### src/rtl/uart_rx_param_if.sv
// Receive-side output buffer bus: received word, frame status and valid/ready handshake.
interface uart_rx_param_if #(
  parameter int unsigned DATA_W = 8
);
  logic [DATA_W-1:0] rx_data;
  logic              rx_valid;
  logic              rx_ready;
  logic              parity_err;
  logic              frame_err;
  logic              break_det;
  logic              overrun;

  modport master (
    output rx_data, rx_valid, parity_err, frame_err, break_det, overrun,
    input  rx_ready
  );

  modport slave (
    input  rx_data, rx_valid, parity_err, frame_err, break_det, overrun,
    output rx_ready
  );
endinterface

### src/rtl/uart_rx_param.sv
// Parametrised UART receiver: synchronised rx line, mid-bit sampling at a run-time
// baud divisor, parity/stop checking and a single-entry valid/ready result buffer.
module uart_rx_param #(
  parameter int unsigned DATA_W     = 8,
  parameter int unsigned BAUD_W     = 20,
  parameter int unsigned PARITY_EN  = 0,
  parameter int unsigned PARITY_ODD = 0,
  parameter int unsigned STOP_BITS  = 1
) (
  input  logic              clk,
  input  logic              rst,
  input  logic              en,
  input  logic [BAUD_W-1:0] baud,
  input  logic              rx_in,
  uart_rx_param_if.master   rx,
  output logic              busy,
  output logic [3:0]        bit_cnt_out
);

  typedef enum logic [2:0] {IDLE, START, DATA, PARITY, STOP, WAIT_HIGH} state_t;

  localparam logic [3:0]        LAST_DATA = 4'(DATA_W - 1);
  localparam logic [3:0]        LAST_STOP = 4'(DATA_W + PARITY_EN + STOP_BITS - 1);
  localparam logic [3:0]        CNT_MAX   = 4'(DATA_W + 2);
  localparam logic [BAUD_W-1:0] BAUD_MIN  = BAUD_W'(4);

  logic              sync1;
  logic              rxs;
  state_t            state;
  logic [BAUD_W-1:0] cnt;
  logic [3:0]        bit_cnt;
  logic [DATA_W-1:0] shreg;
  logic              pbit;
  logic              ferr_acc;

  logic [BAUD_W-1:0] baud_eff_c;
  logic              tick_c;
  logic [3:0]        bit_cnt_inc_c;
  logic              done_c;
  logic              ferr_c;
  logic              perr_c;
  logic              brk_c;

  assign baud_eff_c    = (baud < BAUD_MIN) ? BAUD_MIN : baud;
  // Tick on the count of 1 so the sample spacing is exactly baud clocks.
  assign tick_c        = (cnt <= BAUD_W'(1));
  assign bit_cnt_inc_c = (bit_cnt >= CNT_MAX) ? CNT_MAX : bit_cnt + 4'd1;
  assign done_c        = en && (state == STOP) && tick_c && (bit_cnt == LAST_STOP);
  assign ferr_c        = ferr_acc | ~rxs;
  assign perr_c        = (PARITY_EN != 0) ? ((^shreg) ^ pbit ^ 1'(PARITY_ODD)) : 1'b0;
  assign brk_c         = ferr_c && (shreg == '0) && !pbit;
  assign bit_cnt_out   = bit_cnt;

  // Two-flop synchroniser, idle-high.
  always_ff @(posedge clk or negedge rst) begin
    if (!rst) begin
      sync1 <= 1'b1;
      rxs   <= 1'b1;
    end else begin
      sync1 <= rx_in;
      rxs   <= sync1;
    end
  end

  // Frame FSM with baud counter, bit counter and shift register.
  always_ff @(posedge clk or negedge rst) begin
    if (!rst) begin
      state    <= IDLE;
      busy     <= 1'b0;
      cnt      <= '0;
      bit_cnt  <= '0;
      shreg    <= '0;
      pbit     <= 1'b0;
      ferr_acc <= 1'b0;
    end else if (!en) begin
      state   <= IDLE;
      busy    <= 1'b0;
      bit_cnt <= '0;
    end else begin
      if (state != IDLE && state != WAIT_HIGH) begin
        cnt <= tick_c ? baud_eff_c : cnt - BAUD_W'(1);
      end
      case (state)
        IDLE: begin
          if (!rxs) begin
            cnt     <= baud_eff_c >> 1;
            state   <= START;
            busy    <= 1'b1;
            bit_cnt <= '0;
          end
        end
        START: begin
          if (tick_c) begin
            if (rxs) begin
              state <= IDLE;
              busy  <= 1'b0;
            end else begin
              state    <= DATA;
              bit_cnt  <= '0;
              pbit     <= 1'b0;
              ferr_acc <= 1'b0;
            end
          end
        end
        DATA: begin
          if (tick_c) begin
            shreg   <= {rxs, shreg[DATA_W-1:1]};
            bit_cnt <= bit_cnt_inc_c;
            if (bit_cnt == LAST_DATA) state <= (PARITY_EN != 0) ? PARITY : STOP;
          end
        end
        PARITY: begin
          if (tick_c) begin
            pbit    <= rxs;
            bit_cnt <= bit_cnt_inc_c;
            state   <= STOP;
          end
        end
        STOP: begin
          if (tick_c) begin
            bit_cnt <= bit_cnt_inc_c;
            if (!rxs) ferr_acc <= 1'b1;
            if (bit_cnt == LAST_STOP) begin
              state <= rxs ? IDLE : WAIT_HIGH;
              busy  <= ~rxs;
              if (rxs) bit_cnt <= '0;
            end
          end
        end
        WAIT_HIGH: begin
          if (rxs) begin
            state   <= IDLE;
            busy    <= 1'b0;
            bit_cnt <= '0;
          end
        end
        default: begin
          state <= IDLE;
          busy  <= 1'b0;
        end
      endcase
    end
  end

  // Single-entry result buffer; a same-cycle handshake frees it for the new frame.
  always_ff @(posedge clk or negedge rst) begin
    if (!rst) begin
      rx.rx_data    <= '0;
      rx.rx_valid   <= 1'b0;
      rx.parity_err <= 1'b0;
      rx.frame_err  <= 1'b0;
      rx.break_det  <= 1'b0;
      rx.overrun    <= 1'b0;
    end else begin
      rx.overrun <= 1'b0;
      if (done_c && (!rx.rx_valid || rx.rx_ready)) begin
        rx.rx_data    <= shreg;
        rx.rx_valid   <= 1'b1;
        rx.parity_err <= perr_c;
        rx.frame_err  <= ferr_c;
        rx.break_det  <= brk_c;
      end else if (done_c) begin
        rx.overrun <= 1'b1;
      end else if (rx.rx_valid && rx.rx_ready) begin
        rx.rx_valid   <= 1'b0;
        rx.parity_err <= 1'b0;
        rx.frame_err  <= 1'b0;
        rx.break_det  <= 1'b0;
      end
    end
  end

endmodule

### src/flat_wrapper.sv
// flat-port wrapper written by rule: the top's interface ports become plain ports
module uart_rx_param_flat 
#(
  parameter int unsigned DATA_W     = 8,
  parameter int unsigned BAUD_W     = 20,
  parameter int unsigned PARITY_EN  = 0,
  parameter int unsigned PARITY_ODD = 0,
  parameter int unsigned STOP_BITS  = 1
)
  (clk, rst, en, baud, rx_in, busy, bit_cnt_out, rx_rx_data, rx_rx_valid, rx_parity_err, rx_frame_err, rx_break_det, rx_overrun, rx_rx_ready);
  uart_rx_param_if #(.DATA_W(DATA_W)) rx_i ();
  input  logic clk;
  input  logic rst;
  input  logic en;
  input  logic [BAUD_W-1:0] baud;
  input  logic rx_in;
  output logic busy;
  output logic [3:0] bit_cnt_out;
  output wire logic [$bits(rx_i.rx_data)-1:0] rx_rx_data;
  output wire logic [$bits(rx_i.rx_valid)-1:0] rx_rx_valid;
  output wire logic [$bits(rx_i.parity_err)-1:0] rx_parity_err;
  output wire logic [$bits(rx_i.frame_err)-1:0] rx_frame_err;
  output wire logic [$bits(rx_i.break_det)-1:0] rx_break_det;
  output wire logic [$bits(rx_i.overrun)-1:0] rx_overrun;
  input wire logic [$bits(rx_i.rx_ready)-1:0] rx_rx_ready;
  assign rx_rx_data = rx_i.rx_data;
  assign rx_rx_valid = rx_i.rx_valid;
  assign rx_parity_err = rx_i.parity_err;
  assign rx_frame_err = rx_i.frame_err;
  assign rx_break_det = rx_i.break_det;
  assign rx_overrun = rx_i.overrun;
  assign rx_i.rx_ready = rx_rx_ready;
  uart_rx_param #(.DATA_W(DATA_W), .BAUD_W(BAUD_W), .PARITY_EN(PARITY_EN), .PARITY_ODD(PARITY_ODD), .STOP_BITS(STOP_BITS)) u_core (.clk(clk), .rst(rst), .en(en), .baud(baud), .rx_in(rx_in), .rx(rx_i), .busy(busy), .bit_cnt_out(bit_cnt_out));
endmodule
### config.mk
export PLATFORM = sky130hd
export DESIGN_NAME = uart_rx_param_flat
export DESIGN_NICKNAME = d
export VERILOG_FILES = /design/src/rtl/uart_rx_param_if.sv /design/src/rtl/uart_rx_param.sv /design/src/flat_wrapper.sv
export SDC_FILE = /design/constraint.sdc
export NUM_CORES = 1
export LEC_CHECK = 0
export CORE_MARGIN = 2
export CORE_UTILIZATION = 50
export CTS_CLUSTER_SIZE = 28
export DETAILED_ROUTE_END_ITERATION = 8
export PLACE_DENSITY = 0.86
export SYNTH_ARGS = -nofsm -noshare
export SYNTH_HDL_FRONTEND = slang
export SYNTH_SLANG_ARGS = --single-unit
### constraint.sdc
create_clock -name clk -period 2.3 [get_ports clk]
set_input_delay 0.575 -clock clk [delete_from_list [all_inputs] [get_ports clk]]
set_output_delay 0.575 -clock clk [all_outputs]
set_load 0.02 [all_outputs]
After elaboration in Yosys (flattened, before gate mapping)
Index checks and enable logic that the tools add are counted.
- bits in registers: 53
- bits of input ports: 25
- logic and storage cells: 120
- muxes and demuxes: 48
- order comparisons: 3
- eq/ne operators: 25
- $add $sub $neg: 2
- reductions and logical operators: 25
- bitwise logic cells: 2
- operator list (kind ; count):
    $mux 20 ; 5
    $mux 4 ; 9
    $mux 3 ; 10
    $ne 3x2->1 const B ; 7
    $le 20x1->1 const B ; 1
    $lt 20x3->1 const B ; 1
    $pmux 4 s5 ; 1
    $sub 20x1->20 const B ; 1
    $mux 1 ; 18
    $pmux 3 s6 ; 1
    $reduce_and 5->1 ; 3
    $ne 3x3->1 const B ; 3
    $logic_and 1x1->1 ; 8
    $logic_not 8->1 ; 1
    $ne 2x2->1 const B ; 4
    $reduce_and 8->1 ; 1
    $eq 3x2->1 const B ; 2
    $eq 3x3->1 const B ; 2
    $ne 2x1->1 const B ; 3
    $ne 6x2->1 const B ; 1
    $reduce_and 6->1 ; 1
    $reduce_bool 2->1 ; 3
    $pmux 1 s5 ; 1
    $add 4x1->4 const B ; 1
    other kinds (15) ; 17

Depth between registers and ports, before layout
Gate-level depths: netlist of the first run.
- word-level depth: 7
- depth in mapped cells: 10
- depth with buffers taken out: 8

Least setup slack after synthesis of the first run
OpenSTA, ideal clock, no wires.
- path kind: reg2reg
- start: register u_core.cnt[4]
- end: register u_core.shreg[0]
- setup slack: -116 ps
- arrival time: 2292 ps
- stages on the path, launching flop included: 7
- buffers on the path: 1
- cells stage by stage: dfrtp_1 buf_6 or4_4 nor4_4 nand3_4 nor4_4 mux2_2
- longest elaborated chain between the ends: 2
- RTL lines (item ; RTL line ; source):
    start, declared ; uart_rx_param.sv:30 ; logic [BAUD_W-1:0] cnt;
    start signal, assigned ; uart_rx_param.sv:81 ; cnt <= tick_c ? baud_eff_c : cnt - BAUD_W'(1);
    start signal, assigned ; uart_rx_param.sv:86 ; cnt <= baud_eff_c >> 1;
    $le 20x1->1 ; uart_rx_param.sv:46 ; assign tick_c = (cnt <= BAUD_W'(1));
    $reduce_and 3->1 (no source line) ; - ;
    end signal, assigned ; uart_rx_param.sv:107 ; shreg <= {rxs, shreg[DATA_W-1:1]};
    end, declared ; uart_rx_param.sv:32 ; logic [DATA_W-1:0] shreg;
No other way between the ends.
A chain may end at the register's enable or synchronous reset.

Worst setup path in the final report of the first run
- start: register u_core.cnt[8]
- end: register u_core.state[0]
- longest elaborated chain between the ends: 3
- elaborated cells on any way between the ends: 6
- RTL lines (item ; RTL line ; source):
    $le 20x1->1 (*) ; uart_rx_param.sv:46 ;
    $ne 3x2->1 (no source line) ; - ;
    $reduce_and 8->1 (no source line) (*) ; - ;
    end signal, assigned ; uart_rx_param.sv:109 ; if (bit_cnt == LAST_DATA) state <= (PARITY_EN != 0) ? PARITY : STOP;
    end signal, assigned ; uart_rx_param.sv:124 ; state <= rxs ? IDLE : WAIT_HIGH;
    end, declared ; uart_rx_param.sv:29 ; state_t state;
Every way passes the cells marked *; elsewhere a longest branch is shown, timed or not.

==> results of run 1 <==
[worst max-delay path, stage by stage, from the launching register on]
cell	delay, ps
dfrtp_1	410
or4_4	590
nor4_4	170
buf_6	180
and3_2	280
buf_4	170
nand3_1	160
o211ai_1	390
[metrics by stage]
step | area, µm² | power, mW | worst slack, ps | utilization, % | hold WS, ps
final | 4369 | 2.621 | -166.3 | 72.93 | 333.2
after global routing | 4369 | 2.728 | -244.2 | 72.93 | 370.4
after CTS | 4195 | 2.510 | -15.25 | 70.03 | 361.5
after detailed placement | 4033 | 1.930 | -341.9 | 67.31 | 349.4
after global placement | 4033 | 1.897 | -300.2 | 67.31 | 347.3
after floorplan | 3133 | 1.589 | 6.347 | - | 279.4
[worst paths after layout]
| path | slack (ps) | to | startpoint | cells after the start |
|---|---|---|---|---|
| max | -170 | u_core.state[0]$_DFFE_PN0P_ | u_core.cnt[8]$_DFFE_PN0P_ | 7 |
| min | 330 | u_core.cnt[0]$_DFFE_PN0P_ | rst | 1 |
| max reg2reg | -170 | u_core.state[0]$_DFFE_PN0P_ | u_core.cnt[8]$_DFFE_PN0P_ | 7 |
| min reg2reg | 360 | u_core.rxs$_DFF_PN1_ | u_core.sync1$_DFF_PN1_ | 0 |
| max in group asynchronous | 1300 | u_core.rx.rx_data[7]$_DFFE_PN0P_ | rst | 2 |
| min in group clk | 360 | u_core.rxs$_DFF_PN1_ | u_core.sync1$_DFF_PN1_ | 0 |
[logic make-up after synthesis]
| logic type | share of synthesized area (%) |
|---|---|
| DFF | 41.66 |
| adders and majority gates | 1.999 |
| and+or+nand+nor | 20.99 |
| AOI/OAI and AO/OA | 21.23 |
| other | 0.1198 |
| muxes | 6.077 |
| xor gates and xnor gates | 3.639 |
| buffers and inverters | 4.278 |
[what timing repair did]
item / in CTS / in global routing
hold endpoints to repair: 0 / 0
pin swaps: 5 / 4
resized for setup: 9 / 37
gates cloned: 0 / 1
endpoints found under the setup margin: 7 / 33
hold buffers: 0 / 0
setup buffers: 5 / 3
[layout by cell type (no fill, tap or decap), types with 8 or more instances in the layout]
master	n
inv_1	11
buf_4	63
buf_6	9
mux2_2	8
o22ai_1	10
clkdlybuf4s50_1	39
nand2_1	22
nand3_1	12
nor2_1	23
dfrtp_1	50
mux2_4	8
a21oi_1	17
a31oi_1	8
o21ai_0	22
[flip-flops by register name (all words and copies together) (netlist names), 3 cells and up]
| name | cells |
|---|---|
| u_core.shreg | 8 |
| u_core.bit_cnt_out | 4 |
| u_core.state | 3 |
| u_core.rx.rx_data | 8 |
| u_core.cnt | 20 |
[routing by layer]
layer | GRT usage [%] | up-vias | routed length [µm]
met5 | 0 | - | 0
met4 | 11.48 | 0 | 674
met3 | 4.672 | 74 | 1140
met2 | 43.48 | 307 | 5224
met1 | 35.83 | 1650 | 4070
li1 | - | 1458 | -
[where the power goes]
group	total (mW)	switching (mW)	internal [mW]
combinational	0.860	0.449	0.410
clock	0.591	0.366	0.225
sequential	1.17	0.146	1.02
[final cells by class]
cell class              count  area, µm²  area share, %
repair buffers            114       1002          22.94
inverters                  11      41.29         0.9450
clock inverters             3      27.53         0.6300
flip-flops and latches     52       1304          29.84
well taps                  75      93.84          2.148
multi-input cells         250       1832          41.92
clock buffers               5      68.82          1.575
==> impl_metrics.ini, run 1 <==
[critical_path]
cp_data_required_time_ps = 2500
start_kind = flop
worstSetupEndpointType = flop
crit_fanout = 6
critPathArrivalTime_ps = 2670
worstSetupPathType = flop to flop

[global_route]
grt_first_pass_wirelength_um = 15120
gr-usage-all-layers_pct = 26.93
antenna_found_initial = 0
grt_start_max_net_pins = 37
grt_pass1_vias = 3140
grt-ovfl-total = 0

[yosys]
synth_top_area_share_pct = 39.98
synth_cells = 334
synth_most_common_cell = dfrtp_1
synth_edf_count = 0
yosys_most_used_dff = dfrtp_1
ys_types = 54
synth_area_leaders = dfrtp_1 (40%), mux2_2 (5.8%), o21ai_0 (4.0%)
yosys_warnings = 0
ys_seq_elements = 52
synth_commonest_cells = dfrtp_1 (50), nor2_1 (26), o21ai_0 (25)
ys_seq_area_share_pct = 41.66
syn-num-nets = 364
async_flop_share_pct = 100.0
avgSynthCellArea_um2 = 9.369
yosysTopAreaCell = dfrtp_1
netlist_area_um2 = 3129

[status]
status = finished with violations
violations = negative setup slack

[sta]
setup_tns_ps = -1546
hold_viol = 0
drv_slew = 0
worst_pin_slew_ps = 872.8
final.period_utilization_pct = 107.2
skew_ps = 14.67
fmax_mhz = 405.5
fin_ws_ps = -166.3
slew_headroom_pct = 41.42
report.final.setup_viol = 31
fin_crit_ps = 2466
rsz0062_at_grt = yes

[route]
detail_route.first_pass.iterations = 5
num_vias = 3489
finalWirelength_um = 11110
drt_iter0_drc = 583
wl_per_cell_um = 21.79
ant_nets = 0
drc = 0
vias_per_cell = 6.841

[power]
ir_worst_vdd_mv = 0.3871
powerDensity_nw_per_um2 = 599.9
p_leak_nw = 1.806

[layout]
fin_nets = 464
fill_cells = 358
syn_to_final_growth_pct = 39.62
antenna_cells = 0
stdcell_count = 510
drive_gt1_share_pct = 30.57

[placed_design]
dp_cells = 493
dp_hpwl_um = 6394
io_buffer_count = 41
gp_congestion = 0.9640

[cts]
clock_sinks = 52
clock_latency_ps = 330
cts_root_buf = clkbuf_8
cts-buffers-inserted = 5
clockBufferDepth = 2
clkTransAtPathRegs_ps = 120
htreeDepth = 2
cts_tree = done

[hold_path]
min_path_type = input pin to async pin

[floorplanning]
num_rows = 28
die_width_um = 83.11
coreArea_um2 = 5991
die_y_um = 83.11
initial_core_util_pct = 52.23
die-area_um2 = 6907
io_pins = 43

[run]
cap_violations = 0
No activity file was read; power rests on OpenSTA's default activity.
==> inputs of run 2 (changes only) <==
- CORE_ASPECT_RATIO: default -> 0.8
==> impl_metrics.ini, run 2 (synthesis gave the netlist of run 1 again) <==
[status]
status = finished with violations
violations = negative setup slack

[power]
ir_worst_vdd_mv = 0.3273
p_seq_share_pct = 44.2
clkPwrFrac_pct = 21.9
p_leak_nw = 1.796
powerDensity_nw_per_um2 = 595.5
p_switching_mw = 0.9463
p_int_mw = 1.672
pwr-share-comb_pct = 33.9
swShare_pct = 36.14

[global_route]
antenna_found_initial = 0
gr-usage-all-layers_pct = 28.74
grt_first_pass_wirelength_um = 15460
grt_pass1_vias = 3188
grt-ovfl-total = 0
grt_start_max_net_pins = 46

[floorplanning]
num_rows = 25
die-area_um2 = 6912
coreArea_um2 = 5974
die_width_um = 92.45
io_pins = 43
initial_core_util_pct = 52.38
die_y_um = 74.76

[layout]
syn_to_final_growth_pct = 40.50
top_register = u_core.cnt
final_cell_mix = buf_4 (66), dfrtp_1 (49), clkdlybuf4s50_1 (39), nor2_1 (24), nand2_1 (23)
multi_input_area_um2 = 1836
fill_cells = 399
fin_nets = 465
drive_gt1_share_pct = 30.05
largest_reg_flops = 20
ff_latch_area_um2 = 1305
final_common_cell = buf_4
design_area_um2 = 4397
largest_registers = u_core.cnt x20, u_core.rx.rx_data x8, u_core.shreg x8
antenna_cells = 0

[cts]
clock_latency_ps = 330
cts-buffers-inserted = 5
cts_hold_buffers = 0
cts_root_buf = clkbuf_8
cts_tree = done
clkTransAtPathRegs_ps = 110
htreeDepth = 2
clock_sinks = 52
clockBufferDepth = 2

[critical_path]
path_buf_inv = 1
cp_data_required_time_ps = 2540
cp_top_family = simple AND/OR/NAND/NOR gates
critPathArrivalTime_ps = 2630
r2r_slack_ps = -90
crit_fanout = 8
worstSetupEndpointType = flop
crit_slowest_cell = or4_4
start_kind = flop
crit_chain = or4_4 > nor4_4 > buf_6 > nand3_4 > and4_4 > or4_1 > o22ai_1
worstSetupPathType = flop to flop
cp_slowest_stage_delay_ps = 570

[placed_design]
dp_hpwl_um = 6694
gp_congestion = 0.9711
io_buffer_count = 41
place_ws_ps = -474.9
dpl_cell_area_um2 = 4053

[route]
ant_nets = 0
drt_iter0_drc = 428
drc = 0
finalWirelength_um = 10390
num_vias = 3384
detail_route.first_pass.iterations = 5
wl_per_cell_um = 20.09
vias_per_cell = 6.545

[sta]
final.period_utilization_pct = 103.9
skew_ps = 16.68
worst_pin_slew_ps = 895.6
setup_tns_ps = -190.9
slew_headroom_pct = 39.66
report.final.setup_viol = 4
rsz0062_at_grt = yes
drv_slew = 0
fmax_mhz = 418.4
fin_crit_ps = 2390
fin_ws_ps = -90.02
hold_viol = 0

[run]
cap_violations = 0

[hold_path]
min_path_type = input pin to async pin
==> run 2: repair_timing <==
action / 4_1_cts / 5_1_grt
buffers inserted: 5 / 5
endpoints found under the setup margin: 19 / 36
gates resized for setup: 10 / 31
pin swaps: 3 / 9
==> run 2: cell type report <==
cell class	count	area share (%)
multi-input combinational	250	41.75
sequential	52	29.68
timing repair buffer	115	23.19
tap	81	2.305
clock buffer	5	1.565
inverter	11	0.9391
clock inverter	3	0.5692
==> run 2: power by group through the flow <==
stage	Sequential, mW	Combinational, mW	Clock, mW
floorplan	1.16	0.425	0
global placement	1.15	0.752	0
detailed placement	1.16	0.785	0
CTS	1.14	0.796	0.569
global route	1.17	0.947	0.604
finish	1.16	0.888	0.573
==> run 2: worst paths after layout <==
kind                                           start  depth (start not counted)                         to
min                                              rst                          1    u_core.busy$_DFFE_PN0P_
min reg2reg                   u_core.sync1$_DFF_PN1_                          0       u_core.rxs$_DFF_PN1_
max in group asynchronous                        rst                          2  u_core.cnt[0]$_DFFE_PN0P_
max                        u_core.cnt[8]$_DFFE_PN0P_                          7    u_core.busy$_DFFE_PN0P_
min in group clk              u_core.sync1$_DFF_PN1_                          0       u_core.rxs$_DFF_PN1_
max reg2reg                u_core.cnt[8]$_DFFE_PN0P_                          7    u_core.busy$_DFFE_PN0P_
==> run 2: per-stage QoR <==
stage	power, mW	utilization (%)	cells	hold slack [ps]
floorplan	1.589	-	334	279.4
global placement	1.904	67.83	499	346.1
detailed placement	1.946	67.83	499	347.0
CTS	2.507	70.51	512	93.54
global route	2.721	73.59	517	100.9
finish	2.618	73.59	517	93.65
==> run 2: routing by layer <==
| layer | global-route usage (%) | vias up | routed length, µm |
|---|---|---|---|
| met4 | 12.11 | 0 | 356 |
| met5 | 0 | - | 0 |
| met1 | 37.68 | 1649 | 4120 |
| met2 | 46.31 | 228 | 4894 |
| li1 | - | 1458 | - |
| met3 | 7.307 | 49 | 1018 |
